### config.mk
export PLATFORM = sky130hd
export DESIGN_NAME = mmio_uart_tx
export DESIGN_NICKNAME = d
export VERILOG_FILES = /design/src/rtl/mmio_uart_tx.sv
export SDC_FILE = /design/constraint.sdc
export NUM_CORES = 1
export LEC_CHECK = 0
export CELL_PAD_IN_SITES_DETAIL_PLACEMENT = 1
export CELL_PAD_IN_SITES_GLOBAL_PLACEMENT = 2
export CORE_ASPECT_RATIO = 1.5
export CORE_MARGIN = 1
export CORE_UTILIZATION = 36
export DETAILED_ROUTE_END_ITERATION = 12
export GPL_ROUTABILITY_DRIVEN = 0
export PLACE_DENSITY = 0.84
export SLEW_MARGIN = 20
export SYNTH_ARGS = -nofsm -noshare
export SYNTH_HDL_FRONTEND = slang
export SYNTH_SLANG_ARGS = --single-unit
### constraint.sdc
create_clock -name clk -period 7.4 [get_ports clk]
set_clock_uncertainty 0.15 [all_clocks]
set_input_delay 1.11 -clock clk [delete_from_list [all_inputs] [get_ports clk]]
set_output_delay 1.11 -clock clk [all_outputs]
set_load 0.02 [all_outputs]
### src/rtl/mmio_uart_tx.sv
// rtl/mmio_uart_tx.sv - memory-mapped 8N1 UART transmitter with byte FIFO
// Snoops core stores for TX/STATUS addresses; status word is returned combinationally.
module mmio_uart_tx #(
  parameter int unsigned CLKS_PER_BIT = 16,
  parameter int unsigned FIFO_DEPTH   = 8,
  parameter logic [31:0] TX_ADDR      = 32'h0000_0100,
  parameter logic [31:0] STATUS_ADDR  = 32'h0000_0104
) (
  input  logic        clk,
  input  logic        reset,
  input  logic        mem_write_i,
  input  logic [31:0] data_adr_i,
  input  logic [31:0] write_data_i,
  output logic        hit_o,
  output logic [31:0] read_data_o,
  output logic        tx_o,
  output logic        busy_o
);
  localparam int unsigned PW = $clog2(FIFO_DEPTH);
  localparam int unsigned BW = $clog2(CLKS_PER_BIT);

  localparam logic [1:0] S_IDLE  = 2'd0;
  localparam logic [1:0] S_START = 2'd1;
  localparam logic [1:0] S_DATA  = 2'd2;
  localparam logic [1:0] S_STOP  = 2'd3;

  localparam logic [BW-1:0] BAUD_LAST = BW'(CLKS_PER_BIT - 1);
  localparam logic [BW-1:0] BAUD_ONE  = BW'(1);
  localparam logic [PW:0]   DEPTH_C   = (PW + 1)'(FIFO_DEPTH);
  localparam logic [PW-1:0] PTR_ONE   = PW'(1);

  logic [7:0]    mem_q [FIFO_DEPTH];
  logic [PW-1:0] wr_ptr_q, wr_ptr_d, rd_ptr_q, rd_ptr_d;
  logic [PW:0]   count_q, count_d;
  logic          ovf_q, ovf_d;
  logic [1:0]    state_q, state_d;
  logic [BW-1:0] baud_q, baud_d;
  logic [2:0]    bit_idx_q, bit_idx_d;
  logic [7:0]    shift_q, shift_d;
  logic          tx_q, tx_d;
  logic          busy_q, busy_d;

  logic is_tx, is_st, fifo_empty, fifo_full;
  logic push_req, push, pop, ovf_evt, bit_end;
  logic unused_wdata;

  assign is_tx      = (data_adr_i == TX_ADDR);
  assign is_st      = (data_adr_i == STATUS_ADDR);
  assign hit_o      = is_tx | is_st;
  assign fifo_empty = (count_q == '0);
  assign fifo_full  = (count_q == DEPTH_C);
  assign push_req   = mem_write_i & is_tx;
  assign push       = push_req & ~fifo_full;
  assign ovf_evt    = push_req & fifo_full;
  assign bit_end    = (baud_q == BAUD_LAST);
  assign unused_wdata = ^write_data_i[31:8];

  always_comb begin
    state_d   = state_q;
    baud_d    = baud_q + BAUD_ONE;
    bit_idx_d = bit_idx_q;
    shift_d   = shift_q;
    pop       = 1'b0;
    case (state_q)
      S_IDLE: begin
        baud_d = '0;
        if (!fifo_empty) begin
          pop     = 1'b1;
          shift_d = mem_q[rd_ptr_q];
          state_d = S_START;
        end
      end
      S_START: begin
        if (bit_end) begin
          baud_d    = '0;
          bit_idx_d = '0;
          state_d   = S_DATA;
        end
      end
      S_DATA: begin
        if (bit_end) begin
          baud_d  = '0;
          shift_d = {1'b0, shift_q[7:1]};
          if (bit_idx_q == 3'd7) begin
            bit_idx_d = '0;
            state_d   = S_STOP;
          end else begin
            bit_idx_d = bit_idx_q + 3'd1;
          end
        end
      end
      S_STOP: begin
        if (bit_end) begin
          baud_d = '0;
          // Back-to-back frames: reload straight into START with no idle bit.
          if (!fifo_empty) begin
            pop     = 1'b1;
            shift_d = mem_q[rd_ptr_q];
            state_d = S_START;
          end else begin
            state_d = S_IDLE;
          end
        end
      end
      default: state_d = S_IDLE;
    endcase
  end

  always_comb begin
    wr_ptr_d = push ? wr_ptr_q + PTR_ONE : wr_ptr_q;
    rd_ptr_d = pop  ? rd_ptr_q + PTR_ONE : rd_ptr_q;
    count_d  = count_q + {{PW{1'b0}}, push} - {{PW{1'b0}}, pop};
    ovf_d    = ovf_q;
    if (ovf_evt)
      ovf_d = 1'b1;
    else if (mem_write_i && is_st && write_data_i[3])
      ovf_d = 1'b0;
    case (state_d)
      S_START: tx_d = 1'b0;
      S_DATA:  tx_d = shift_d[0];
      default: tx_d = 1'b1;
    endcase
    busy_d = (state_d != S_IDLE);
  end

  always_ff @(posedge clk) begin
    if (push)
      mem_q[wr_ptr_q] <= write_data_i[7:0];
  end

  always_ff @(posedge clk) begin
    if (reset) begin
      wr_ptr_q  <= '0;
      rd_ptr_q  <= '0;
      count_q   <= '0;
      ovf_q     <= 1'b0;
      state_q   <= S_IDLE;
      baud_q    <= '0;
      bit_idx_q <= '0;
      shift_q   <= '0;
      tx_q      <= 1'b1;
      busy_q    <= 1'b0;
    end else begin
      wr_ptr_q  <= wr_ptr_d;
      rd_ptr_q  <= rd_ptr_d;
      count_q   <= count_d;
      ovf_q     <= ovf_d;
      state_q   <= state_d;
      baud_q    <= baud_d;
      bit_idx_q <= bit_idx_d;
      shift_q   <= shift_d;
      tx_q      <= tx_d;
      busy_q    <= busy_d;
    end
  end

  always_comb begin
    read_data_o = '0;
    if (is_st) begin
      read_data_o[0]    = busy_q;
      read_data_o[1]    = fifo_empty;
      read_data_o[2]    = fifo_full;
      read_data_o[3]    = ovf_q;
      read_data_o[15:8] = 8'(count_q);
    end
  end

  assign tx_o   = tx_q;
  assign busy_o = busy_q;
endmodule

* Yosys cells after proc, flatten, opt, wreduce, memory -nomap -nowiden
Memories as Yosys holds them, arrays and structs flattened. A register that Yosys moved wholly into a read port is not among the register bits. Cells that the tools add are included.
Storage, ports and cells: bits in registers 30, memory bits (writable) 64, bits of input ports 67, output and inout port bits 35, logic and storage cells 76, memories 1
Memory list:
- mem_q | depth 8, width 8, read ports 1, clocked after memory_dff 1, wr ports 1, RTL line 32 | logic [7:0] mem_q [FIFO_DEPTH];
Operators by class: $add $sub $neg 6, equal/unequal tests 13, muxes and demuxes 29, bitwise operators 5, reductions and logical operators 11
Operators with widths (number):
- equality test 32 x 9 -> 1 bit, second input constant | 2
- 2-to-1 mux 8 bit | 3
- case mux 8 bit (3 select lines) | 1
- 2-to-1 mux 3 bit | 5
- 2-to-1 mux 4 bit | 3
- 2-to-1 mux 2 bit | 5
- adder 3 x 1 -> 3 bit, second input constant | 3
- equality test 4 bit, second input constant | 2
- case mux 2 bit (4 select lines) | 1
- case mux 4 bit (2 select lines) | 1
- 2-to-1 mux 1 bit | 7
- equality test 2 bit, second input constant | 3
- inequality test 2 bit, second input constant | 3
- case mux 3 bit (2 select lines) | 1
- AND reduction 3 bit | 2
- nonzero test 2 bit | 3
- adder 4 x 1 -> 4 bit | 1
- adder 4 x 1 -> 4 bit, second input constant | 1
- equality test 2 x 1 -> 1 bit, second input constant | 2
- zero test 4 bit | 1
- case mux 1 bit (2 select lines) | 2
- subtractor 4 x 1 -> 4 bit | 1
- bitwise AND 1 bit | 3
- equality test 3 bit, second input constant | 1
- 6 further kinds | 7

* Depth between registers and ports, before layout
depth after elaboration 6, gate-level depth with buffers 13, depth with buffers taken out 13

* Least setup slack after synthesis
Ideal clock, no wire load.
path kind input-to-output, from input data_adr_i[18], to output read_data_o[0], arrival 2.412 ns, required time 6.140 ns, setup slack 3.728 ns, stages on the path 4, path buffers 0, path through nor4_1 -> nand4_1 -> nor2_1 -> and3_1
Between the ends: word-level cells in the longest chain between the ends 2
Ends and longest elaborated chain:
- start, declared | RTL line 12 | input logic [31:0] data_adr_i,
- equality test 32 x 9 -> 1 bit | RTL line 48 | assign is_st = (data_adr_i == STATUS_ADDR);
- 2-to-1 mux 4 bit | RTL line 159 | if (is_st) begin
- end, declared | RTL line 15 | output logic [31:0] read_data_o,
Every way passes these cells.

* Worst setup path after layout
from input data_adr_i[18], to output read_data_o[1]
The elaborated chain is that of the path after synthesis.

==> metrics.md <==
| Metric | Value |
|---|---|
| Final ANT Viol Nets | 0 |
| Die width | 92.4 um |
| R2R cell count | 10 |
| Finished Layout Cells | 542 |
| Synth Cell Area | 4410 um^2 |
| First DRT Iteration DRCs | 144 |
| Sw Pwr | 0.455 mW |
| Wire length per cell | 17.4 um |
| Min Tclk post-route | 4.64 ns |
| Critical Path RT | 6.14 ns |
| IO Pins | 102 |
| Internal power | 1.06 mW |
| Nets | 468 |
| Vias in the first global route | 2,918 |
| Largest net degree at the start of global routing | 27 |
| CTS Buf Count | 9 |
| Post-CTS setup buffer count | 0 |
| Post-synth EDFFs | 64 |
| Inst Count DP | 526 |
| Worst skew pair latency | 0.34 ns |
| H-tree depth | 3 |
| Sequential standard cell area | 2580 um^2 |
| Core area | 12,000 um^2 |
| CTS tree | built |
| Fin. Hold Viols | 0 |
| Comb pwr share | 24.3% |
| Port Buf Inserts | 53 |
| Global-route wire length before repair | 14,800 um |
| Status | complete, no violations |
| Drt total wl | 9410 um |
| Setup crit start kind | input pin |
| Worst EP arrival | 3.38 ns |
| Count of cell types in the netlist | 51 |
| Worst-case clock buffer depth | 2 |
| Cell area power density | 286 nW/um^2 |
| CTS-repair resized insts | 0 |
| Post-synthesis async set-or-reset flop share | 0% |
| Die Height | 138 um |
| Root buf cell | clkbuf_16 |
| HPWL Detailed | 6720 um |
| Worst-path fanout max | 9 |
| Sequential share of power | 44.5% |
| RR Endpoint | count_q[2]$_SDFF_PP0_ |
| Syn. warnings | 0 |
| Final Cycle Share | 62.7% |
| Initial antenna violation count | 0 |
| Fillers | 1,232 |
| Net Sw Frac | 30.0% |
| Die area | 12,700 um^2 |
| Share of layout cells above drive strength 1 | 11.6% |
| R2R Setup Slk | 4.49 ns |
| # clock sinks | 97 |
| Mapped Cells | 331 |
| Clock-pin slew on the worst setup and hold paths | 0.07 ns |
| Clock network power share | 31.2% |
| Hold Crit Depth | 1 |
| Register area share after synthesis | 58.6% |
| Slowest stage delay, CP | 0.63 ns |
| Worst Hold Class | reg -> reg |
| Top_reg_cell synth | edfxtp_1 |
| Critical path type | in -> out |
| Leakage | 1.86 nW |
| Tot GR Track Use | 15.7% |
| Multi-input gate area | 1620 um^2 |
| RSZ-0062 raised after global routing | false |
| DRT Pass-1 Iters | 4 |
| Worst-margin pin slew | 0.939 ns |
| Crit path max-delay family | simple AND/OR/NAND/NOR gates |
| Max Cap Viol | 0 |
| Synthesized area per cell | 13.3 um^2 |
| Crit path buf inv count | 2 |
| Cell Rows | 49 |
| Hold EP | baud_q[0]$_SDFF_PP0_ |
| Maximum vdd drop | 232 uV |
| Slew HR | 37.2% |
| Slew Limit Fails | 0 |
| Most used cell along the critical path | clkdlybuf4s50_1 |
| Crit path cell chain | clkdlybuf4s50_1 -> nor4_1 -> nand4_1 -> nor2_1 -> and3_1 -> clkdlybuf4s50_1 |
| N_diodes | 0 |
| Total Neg Setup Slack | 0 ns |
| Final setup viols | 0 |
| DRC | 0 |
| Initial core utilization | 36.9% |
| Fmax | 216 MHz |
| Vias per cell | 5.08 |
| Yosys reg bits | 97 |
| Synthesis-to-finish area growth | 20.2% |
| Worst r2r src | state_q[0]$_SDFF_PP0_ |
| Grt total ovfl | 0 |
| Slowest CP cell | clkdlybuf4s50_1 |
| CP endpoint kind | primary output |
| Vias | 2,751 |
| CTS hold repair buffers | 0 |
| Min-Delay Startpoint | baud_q[0]$_SDFF_PP0_ |
==> cell usage in the layout (no fill, tap or decap), drive strengths merged, types with 9 or more instances in the layout <==
cell type | netlist | routed
ha | 16 | 16
nand2 | 12 | 12
mux2i | 9 | 9
a21oi | 11 | 11
nor3 | 9 | 9
edfxtp | 64 | 64
dfxtp | 33 | 33
and3 | 11 | 11
conb | 1 | 24
nor2 | 30 | 30
o21ai | 12 | 12
inv | 15 | 17
mux4 | 16 | 16
clkdlybuf4s50 | 0 | 53
clkbuf | 5 | 9
==> state kept, by name, indices dropped and copies added (netlist names), named ones only <==
signal	count
busy_o	1
count_q	4
rd_ptr_q	3
baud_q	4
wr_ptr_q	3
ovf_q	1
shift_q	8
mem_q	64
tx_o	1
state_q	2
bit_idx_q	3
==> worst register-to-register path, stage by stage, from the launching register on <==
cell	delay, ns
dfxtp_1	0.44
ha_1	0.24
a41oi_1	0.21
nor3_1	0.55
ha_1	0.34
inv_1	0.05
ha_1	0.17
inv_1	0.06
fa_1	0.39
xor2_1	0.14
nor2_1	0.05
==> routing by layer <==
| layer | vias to the layer above | wire length (um) | global-route usage (%) | share of wire (%) |
|---|---|---|---|---|
| met1 | 1369 | 3670 | 16.5 | 39 |
| met5 | - | 0 | 0 | 0 |
| met4 | 0 | 246 | 7.99 | 2.6 |
| met2 | 66 | 5200 | 29.2 | 55 |
| li1 | 1297 | - | - | - |
| met3 | 19 | 290 | 3.37 | 3.1 |
==> stage by stage <==
step           area [um^2]  hold WS (ns)  worst slack [ns]  util, %  total power [mW]
2_1_floorplan         4500         0.280              3.73        -             0.952
3_3_place_gp          5000         0.299              2.83     41.8              1.04
3_5_place_dp          5000         0.310              2.76     41.8              1.06
4_1_cts               5300         0.316              2.74     44.3              1.53
5_1_grt               5300         0.347              2.55     44.3              1.59
6_report              5300         0.310              2.76     44.3              1.52
==> power groups by stage <==
stage / Clock [mW] / Sequential, mW / Combinational (mW)
5_1_grt: 0.499 / 0.684 / 0.412
3_3_place_gp: 0 / 0.687 / 0.354
2_1_floorplan: 0 / 0.655 / 0.296
3_5_place_dp: 0 / 0.688 / 0.368
4_1_cts: 0.484 / 0.677 / 0.374
6_report: 0.473 / 0.675 / 0.368
==> area by class of cell <==
| type | instances | area share [%] |
|---|---|---|
| sequential | 97 | 48.7 |
| inverter | 15 | 1.06 |
| tap | 153 | 3.61 |
| multi-input combinational | 206 | 30.6 |
| timing repair buffer | 55 | 10.3 |
| clock buffer | 9 | 4.25 |
| clock inverter | 7 | 1.49 |
==> worst max-delay path by stage <==
stage,start,end,cells past startpoint
floorplan,data_adr_i[18],read_data_o[0],4
global placement,data_adr_i[22],read_data_o[8],6
detailed placement,data_adr_i[18],read_data_o[1],6
CTS,data_adr_i[18],read_data_o[1],6
global route,data_adr_i[18],read_data_o[1],6
finish,data_adr_i[18],read_data_o[1],6
==> synth_stat cells, types with 2 or more instances <==
| library cell | instances | area (um^2) |
|---|---|---|
| a21oi_1 | 11 | 55.1 |
| a22o_1 | 6 | 52.6 |
| a22oi_1 | 3 | 22.5 |
| a31oi_1 | 3 | 18.8 |
| and3_1 | 11 | 68.8 |
| and4_1 | 2 | 17.5 |
| buf_2 | 4 | 20.0 |
| buf_4 | 26 | 195 |
| clkbuf_1 | 5 | 18.8 |
| dfxtp_1 | 33 | 661 |
| edfxtp_1 | 64 | 1920 |
| ha_1 | 16 | 200 |
| inv_1 | 15 | 56.3 |
| mux2i_1 | 9 | 90.1 |
| mux4_2 | 16 | 360 |
| nand2_1 | 11 | 41.3 |
| nand2b_1 | 4 | 25.0 |
| nand3_1 | 2 | 10.0 |
| nor2_1 | 29 | 109 |
| nor3_1 | 8 | 40.0 |
| nor3b_1 | 2 | 15.0 |
| nor4_1 | 5 | 31.3 |
| nor4_2 | 3 | 37.5 |
| o21ai_0 | 11 | 55.1 |
| o22ai_1 | 2 | 12.5 |
| xnor2_1 | 3 | 26.3 |
| xor2_1 | 3 | 26.3 |
==> cell families after synthesis <==
kind of cell	share of synthesized area (%)
other	0.0850
buffers and inverters	6.67
adders and majority gates	4.99
and+or+nand+nor	11.7
AOI/OAI and AO/OA	6.61
muxes	10.2
xor gates and xnor gates	1.19
DFF	58.6
Note: power is estimated with default switching activity, not from simulation.
